**src/rtl/coarse_track.sv**
```systemverilog
// ============================================================================
// Module   : coarse_track
// Purpose  : CDU coarse loop digital half. It holds the 16-bit read counter,
//            decodes the counter into the active-low switch drives, and slews
//            the counter until the coarse error clears.
// Options  : `define COARSE_AMBIG_FLIP_EN makes ambiguity flip the counter by
//            half a turn.
// Revision : 1.0  initial release
// ============================================================================
`default_nettype none

module coarse_track #(
  parameter int SETTLE   = 8,
  parameter int SLEW_DIV = 4,
  parameter int STEP     = 512,
  parameter int LOCK_CNT = 16
) (
  input  logic        clk,
  input  logic        rst,
  input  logic        coarse_en,
  input  logic        _TLC1H,
  input  logic        _ADHI,
  input  logic        slew_dir,
  input  logic        fine_up,
  input  logic        fine_dn,
  output logic [15:0] cnt,
  output logic        locked,
  output logic        slew_up,
  output logic        slew_dn,
  output logic [12:1] _DC
);

  localparam int TW = $clog2(SETTLE + 1);
  localparam int DW = (SLEW_DIV > 0) ? $clog2(SLEW_DIV + 1) : 1;
  localparam int LW = $clog2(LOCK_CNT + 1);

  localparam logic [TW-1:0] c_settle   = TW'(SETTLE);
  localparam logic [TW-1:0] c_t_one    = TW'(1);
  localparam logic [DW-1:0] c_div      = DW'(SLEW_DIV);
  localparam logic [DW-1:0] c_d_one    = DW'(1);
  localparam logic [LW-1:0] c_lock     = LW'(LOCK_CNT);
  localparam logic [LW-1:0] c_lock_m1  = LW'(LOCK_CNT - 1);
  localparam logic [LW-1:0] c_l_one    = LW'(1);
  localparam logic [15:0]   c_step     = 16'(STEP);
  localparam logic [15:0]   c_nstep    = 16'd0 - 16'(STEP);
  localparam logic [15:0]   c_half     = 16'h8000;

  localparam logic [1:0] S_SETTLE = 2'd0;
  localparam logic [1:0] S_SAMPLE = 2'd1;
  localparam logic [1:0] S_SLEW   = 2'd2;
  localparam logic [1:0] S_FLIP   = 2'd3;

  logic [1:0]    r_state;
  logic [TW-1:0] r_timer;
  logic [DW-1:0] r_div;
  logic [LW-1:0] r_lock_cnt;
  logic [15:0]   r_cnt;
  logic          r_locked;
  logic          r_slew_up;
  logic          r_slew_dn;
  logic [12:1]   r_dc;

  logic          w_flip_req;
  logic [15:0]   w_fine;
  logic [15:0]   w_coarse;
  logic [8:1]    w_oct_low;
  logic [12:1]   w_dc;

`ifdef COARSE_AMBIG_FLIP_EN
  assign w_flip_req = _ADHI;
`else
  // Ambiguity is ignored here; an ambiguous null is resolved by slewing.
  assign w_flip_req = 1'b0 & _ADHI;
`endif

  always_comb begin
    w_fine = 16'd0;
    case ({fine_up, fine_dn})
      2'b10:   w_fine = 16'd1;
      2'b01:   w_fine = 16'hFFFF;
      default: w_fine = 16'd0;
    endcase
  end

  always_comb begin
    w_coarse = 16'd0;
    if (coarse_en) begin
      if (r_state == S_SLEW && r_div == '0)
        w_coarse = slew_dir ? c_step : c_nstep;
      else if (r_state == S_FLIP)
        w_coarse = c_half;
    end
  end

  // Octant selects which pair of sine/cosine switches closes.
  always_comb begin
    w_oct_low = 8'b0000_0000;
    case (r_cnt[15:13])
      3'd0: w_oct_low = 8'b1000_0010;
      3'd1: w_oct_low = 8'b0100_0001;
      3'd2: w_oct_low = 8'b0001_0001;
      3'd3: w_oct_low = 8'b0010_0010;
      3'd4: w_oct_low = 8'b0010_1000;
      3'd5: w_oct_low = 8'b0001_0100;
      3'd6: w_oct_low = 8'b0100_0100;
      default: w_oct_low = 8'b1000_1000;
    endcase
  end

  assign w_dc = {~r_cnt[9], ~r_cnt[10], ~r_cnt[11], ~r_cnt[12], ~w_oct_low};

  always_ff @(posedge clk) begin
    if (rst) begin
      r_state    <= S_SETTLE;
      r_timer    <= c_settle;
      r_div      <= '0;
      r_lock_cnt <= '0;
      r_cnt      <= 16'd0;
      r_locked   <= 1'b0;
      r_slew_up  <= 1'b0;
      r_slew_dn  <= 1'b0;
      r_dc       <= 12'hFFF;
    end else begin
      r_cnt     <= r_cnt + w_fine + w_coarse;
      r_dc      <= w_dc;
      r_slew_up <= 1'b0;
      r_slew_dn <= 1'b0;
      if (!coarse_en) begin
        r_state    <= S_SETTLE;
        r_timer    <= c_settle;
        r_locked   <= 1'b0;
        r_lock_cnt <= '0;
      end else begin
        case (r_state)
          S_SETTLE: begin
            if (r_timer <= c_t_one) begin
              r_timer <= '0;
              r_state <= S_SAMPLE;
            end else begin
              r_timer <= r_timer - c_t_one;
            end
          end
          S_SAMPLE: begin
            if (w_flip_req) begin
              r_state <= S_FLIP;
            end else if (!_TLC1H) begin
              r_lock_cnt <= '0;
              r_locked   <= 1'b0;
              r_div      <= c_div;
              r_state    <= S_SLEW;
            end else if (r_lock_cnt < c_lock) begin
              r_lock_cnt <= r_lock_cnt + c_l_one;
              if (r_lock_cnt == c_lock_m1)
                r_locked <= 1'b1;
            end
          end
          S_SLEW: begin
            // The step itself is applied through w_coarse on this cycle.
            if (r_div == '0) begin
              r_slew_up <= slew_dir;
              r_slew_dn <= ~slew_dir;
              r_timer   <= c_settle;
              r_state   <= S_SETTLE;
            end else begin
              r_div <= r_div - c_d_one;
            end
          end
          default: begin
            r_locked   <= 1'b0;
            r_lock_cnt <= '0;
            r_timer    <= c_settle;
            r_state    <= S_SETTLE;
          end
        endcase
      end
    end
  end

  assign cnt     = r_cnt;
  assign locked  = r_locked;
  assign slew_up = r_slew_up;
  assign slew_dn = r_slew_dn;
  assign _DC     = r_dc;

endmodule

`default_nettype wire

```
**config.mk**
```make
export PLATFORM = sky130hd
export DESIGN_NAME = coarse_track
export DESIGN_NICKNAME = d
export VERILOG_FILES = /design/src/rtl/coarse_track.sv
export SDC_FILE = /design/constraint.sdc
export NUM_CORES = 1
export LEC_CHECK = 0
export ABC_CLOCK_PERIOD_IN_PS = 6000
export CAP_MARGIN = 20
export CORE_ASPECT_RATIO = 1.25
export CORE_MARGIN = 1
export CORE_UTILIZATION = 45
export CTS_BUF_LIST = sky130_fd_sc_hd__clkbuf_4 sky130_fd_sc_hd__clkbuf_8 sky130_fd_sc_hd__clkbuf_16
export DETAILED_ROUTE_END_ITERATION = 8
export PLACE_DENSITY = 0.76
export SYNTH_ARGS = -nofsm -noshare
export SYNTH_HDL_FRONTEND = slang
export SYNTH_SLANG_ARGS = --single-unit
```
**constraint.sdc**
```tcl
create_clock -name clk -period 6 [get_ports clk]
set_clock_uncertainty 0.15 [all_clocks]
set_input_delay 1.2 -clock clk [delete_from_list [all_inputs] [get_ports clk]]
set_output_delay 1.2 -clock clk [all_outputs]
set_load 0.005 [all_outputs]
```
==> PnR_summary.wiki <==
{| class="wikitable"
! Metric !! Value
|-
| DIE AREA || 0.00642 sq mm
|-
| Die extent in x || 71.9 um
|-
| Critical Path AT || 4.49 ns
|-
| Setup Fix Bufs, Post-CTS || 0
|-
| Routed wirelength normalized by instance count || 11.2 um
|-
| Parity-gate share of the synthesized area counting xor and xnor cells || 0.0383
|-
| Cts repair resizes || 0
|-
| Via count of the first global-routing pass || 1875
|-
| Final cycle utilization of the critical path || 0.742
|-
| Count of placed standard cells in the final layout, fillers left out || 418
|-
| Register area share after synthesis || 0.328
|-
| Maximum net fanout on the critical path || 14
|-
| Hold_buf cts || 0
|-
| Busiest metal layer after global routing || met2
|-
| Final Max Slew Viols || 0
|-
| Post-route DRC || 0
|-
| Routing usage on met2 || 0.276
|-
| Starting utilization of the core area || 0.469
|-
| Switching power summed over all nets || 300 uW
|-
| Final setup slack of the worst path || 1.55 ns
|-
| Syn_area_per_cell || 9.12 sq um
|-
| Post-Synthesis Cells || 301
|-
| Ant diodes || 0
|-
| Number of clock buffers inserted by TritonCTS || 5
|-
| Maximum buffer depth of the clock tree || 2
|-
| Status || finished, final reports clean
|-
| Netlist area before placement || 0.00275 sq mm
|-
| Remaining global-route overflow || 0
|-
| FF+latch count, synth || 45
|-
| Leading register cell type out of synthesis || sky130_fd_sc_hd__dfxtp_1
|-
| Top cell type's share of synthesized area || 0.328
|-
| Largest voltage drop on the vdd net || 0.000115 V
|-
| Flop pwr share || 0.410
|-
| Unique masters post-synth || 56
|-
| Met3 track utilization from global routing || 0.0304
|-
| Largest family of logic cells by synthesized area || simple AND/OR/NAND/NOR gates
|-
| HPWL after DPL || 3550 um
|-
| Met1 Track Usage GR || 0.187
|-
| Clock tree root buffer cell || sky130_fd_sc_hd__clkbuf_8
|-
| Adder-cell share of the synthesized area || 0.188
|-
| Site row count || 31
|-
| Hold violation count in the final report || 0
|-
| Clock tree from TritonCTS || built
|-
| Number of nets with antenna violations after routing || 0
|-
| Required time of the critical path || 6.03 ns
|-
| Number of warnings issued by yosys || 0
|-
| Routed via count divided by cell count || 5.18
|-
| Pwr/cell area || 294 mW/mm^2
|-
| Number of antenna violations at the first check in global routing || 0
|-
| Largest net degree at the start of global routing || 41
|-
| Util after Layout || 0.559
|-
| Endpoints failing setup || 0
|-
| Timing-limited maximum frequency || 225 MHz
|-
| Register-to-register setup slack || 2.40 ns
|-
| Combinational share of power || 0.360
|-
| Number of primary I/O pins || 39
|-
| Area of the core region || 0.00586 sq mm
|-
| Number of I/O port buffers || 37
|-
| DP Cell Count || 411
|-
| Fraction of the mapped netlist area in compound gates || 0.171
|-
| Fraction of layout instances using a drive strength above 1 || 0.0714
|-
| Vias after detailed routing || 2165
|-
| Min-delay worst type || reg -> reg
|-
| Number of clock sinks || 45
|-
| Final net count || 381
|-
| Number of design-rule violations left by the first detailed-router iteration || 132
|-
| GR Util All Layers || 0.155
|-
| Area grow syn2layout || 19.3%
|-
| Standby leakage power || 0.00140 uW
|-
| Top area cells in the synthesized netlist || sky130_fd_sc_hd__dfxtp_1 33%, sky130_fd_sc_hd__ha_1 14%, sky130_fd_sc_hd__fa_1 5.1%
|-
| Global-route wire length before repair || 7900 um
|-
| Unrepaired setup endpoints after global routing || no
|-
| Aggregate routed wire length || 4700 um
|-
| RD Place Congestion || 0.806
|-
| Worst Max-Slew Pin Slew || 0.698 ns
|-
| H-Tree Depth || 2
|-
| Synthesized-area fraction occupied by and/or/nand/nor cells || 0.216
|-
| Post-Syn Nets || 346
|-
| Period minus WS final || 4.45 ns
|-
| Die Y-Extent || 89.3 um
|-
| Summed negative setup slack over all endpoints || 0 ns
|-
| Clock insertion delay at the later pin of the skew report || 0.30 ns
|-
| Normalized max-slew margin || 0.535
|-
| Detailed Routing Iterations Pass 1 || 4
|-
| Proportion of register bits with asynchronous set or reset after synthesis || 0
|-
| Type of the setup path with the least slack || in -> reg
|-
| Clock group share of total power || 0.229
|-
| Mux contribution to synthesized area || 0.0119
|-
| EDFF count, synth || 0
|-
| Number of maximum-capacitance violations || 0
|-
| Post-placement worst setup slack || 1.21 ns
|-
| Setup crit start kind || input port
|-
| Internal power contribution || 662 uW
|-
| Library cell occupying the most area in the post-synthesis netlist || sky130_fd_sc_hd__dfxtp_1
|-
| CTS clk-pin slew, worst paths || 0.08 ns
|-
| Sw Share || 0.312
|-
| Element type at the critical path end || flop
|}
-- area by class of cell --
type,count,area [sq um]
clock buffer,5,68.8
inverter,19,71.3
timing repair buffer,38,378
tap,82,103
clock inverter,2,35.0
sequential,45,901
multi-input combinational,227,1720
fill,519,2580
-- sequential cells by signal, summed over array words and instances (netlist names) --
signal / count
slew_up: 1
r_state: 2
r_div: 3
cnt: 16
r_lock_cnt: 5
slew_dn: 1
locked: 1
_DC: 12
r_timer: 4
-- logic make-up (layout without fill, tap and decap cells) --
logic type      Yosys count  after routing
simple gates            108            108
xor+xnor                 12             12
compound gates           67             67
buf+inv                  29             64
fa+ha+maj                37             37
mux                       3              3
flops                    45             45
-- cells in the mapped netlist, types with 2 or more instances --
library cell / instances
sky130_fd_sc_hd__dfxtp_1: 45
sky130_fd_sc_hd__ha_1: 30
sky130_fd_sc_hd__nor2_1: 28
sky130_fd_sc_hd__inv_1: 19
sky130_fd_sc_hd__a21oi_1: 16
sky130_fd_sc_hd__nand2_1: 16
sky130_fd_sc_hd__a21o_1: 12
sky130_fd_sc_hd__nor3_1: 11
sky130_fd_sc_hd__nand2b_1: 10
sky130_fd_sc_hd__o21ai_0: 9
sky130_fd_sc_hd__fa_1: 7
sky130_fd_sc_hd__nor2b_1: 7
sky130_fd_sc_hd__xor2_1: 7
sky130_fd_sc_hd__nand3_1: 6
sky130_fd_sc_hd__a211oi_1: 5
sky130_fd_sc_hd__clkbuf_1: 5
sky130_fd_sc_hd__nor3b_1: 5
sky130_fd_sc_hd__or3_1: 5
sky130_fd_sc_hd__xnor2_1: 5
sky130_fd_sc_hd__a31oi_1: 3
sky130_fd_sc_hd__nand3b_1: 3
sky130_fd_sc_hd__a21oi_2: 2
sky130_fd_sc_hd__a22oi_1: 2
sky130_fd_sc_hd__and2b_2: 2
sky130_fd_sc_hd__and4_1: 2
sky130_fd_sc_hd__buf_2: 2
sky130_fd_sc_hd__buf_6: 2
sky130_fd_sc_hd__nand4_1: 2
sky130_fd_sc_hd__nor4_1: 2
sky130_fd_sc_hd__o211ai_1: 2
sky130_fd_sc_hd__o21a_1: 2
sky130_fd_sc_hd__o21ai_1: 2
sky130_fd_sc_hd__or3b_2: 2
-- layout by cell type, fill, tap and decap left out, drive strengths merged, types with 5 or more instances in the layout --
cell type,n
a21oi,19
or3,5
nand2,16
nor2,28
nor3,11
a21o,12
nor3b,5
o21ai,12
clkbuf,5
clkdlybuf4s50,37
nand2b,12
ha,30
xor2,7
xnor2,5
fa,7
nor2b,7
inv,19
dfxtp,45
a211oi,5
nand3,7
-- metrics by stage --
step | cell area [sq um] | total power (uW) | hold WS [ns]
2_1_floorplan | 2750 | 621 | 0.249
3_3_place_gp | 3170 | 741 | 0.246
3_5_place_dp | 3170 | 751 | 0.250
4_1_cts | 3270 | 973 | 0.270
5_1_grt | 3270 | 1030 | 0.298
6_report | 3270 | 962 | 0.262
-- path summary, 6_finish.rpt --
kind | depth (start not counted) | end | start
worst max register to register | 13 | cnt[14] | r_div[0]
worst min-delay path | 1 | _DC[12] | cnt[9]
worst min register to register | 1 | _DC[12] | cnt[9]
worst max-delay path | 11 | cnt[12] | fine_dn
-- critical path, cell delays in order --
cell and delay (ns):
sky130_fd_sc_hd__clkdlybuf4s50_1 0.46, sky130_fd_sc_hd__ha_1 0.60, sky130_fd_sc_hd__inv_1 0.22, sky130_fd_sc_hd__fa_1 0.55
sky130_fd_sc_hd__inv_1 0.04, sky130_fd_sc_hd__ha_1 0.34, sky130_fd_sc_hd__a21oi_1 0.16, sky130_fd_sc_hd__o21ai_1 0.16
sky130_fd_sc_hd__a31o_2 0.28, sky130_fd_sc_hd__a21oi_1 0.12, sky130_fd_sc_hd__mux2_2 0.34
-- metal layers --
metal / share of wire / vias to the layer above / wire length [um]
li1: - / 1123 / -
met1: 0.48 / 999 / 2250
met2: 0.48 / 36 / 2260
met3: 0.025 / 7 / 119
met4: 0.016 / 0 / 76
met5: 0 / - / 0
-- power groups by stage --
| stage | clock network, uW | logic (uW) | registers (uW) |
|---|---|---|---|
| after detailed placement | 0 | 348 | 403 |
| final | 220 | 347 | 395 |
| after floorplan | 0 | 235 | 386 |
| after global placement | 0 | 339 | 401 |
| after CTS | 228 | 349 | 396 |
| after global routing | 238 | 389 | 405 |
Note: power is estimated with default switching activity, not from simulation.
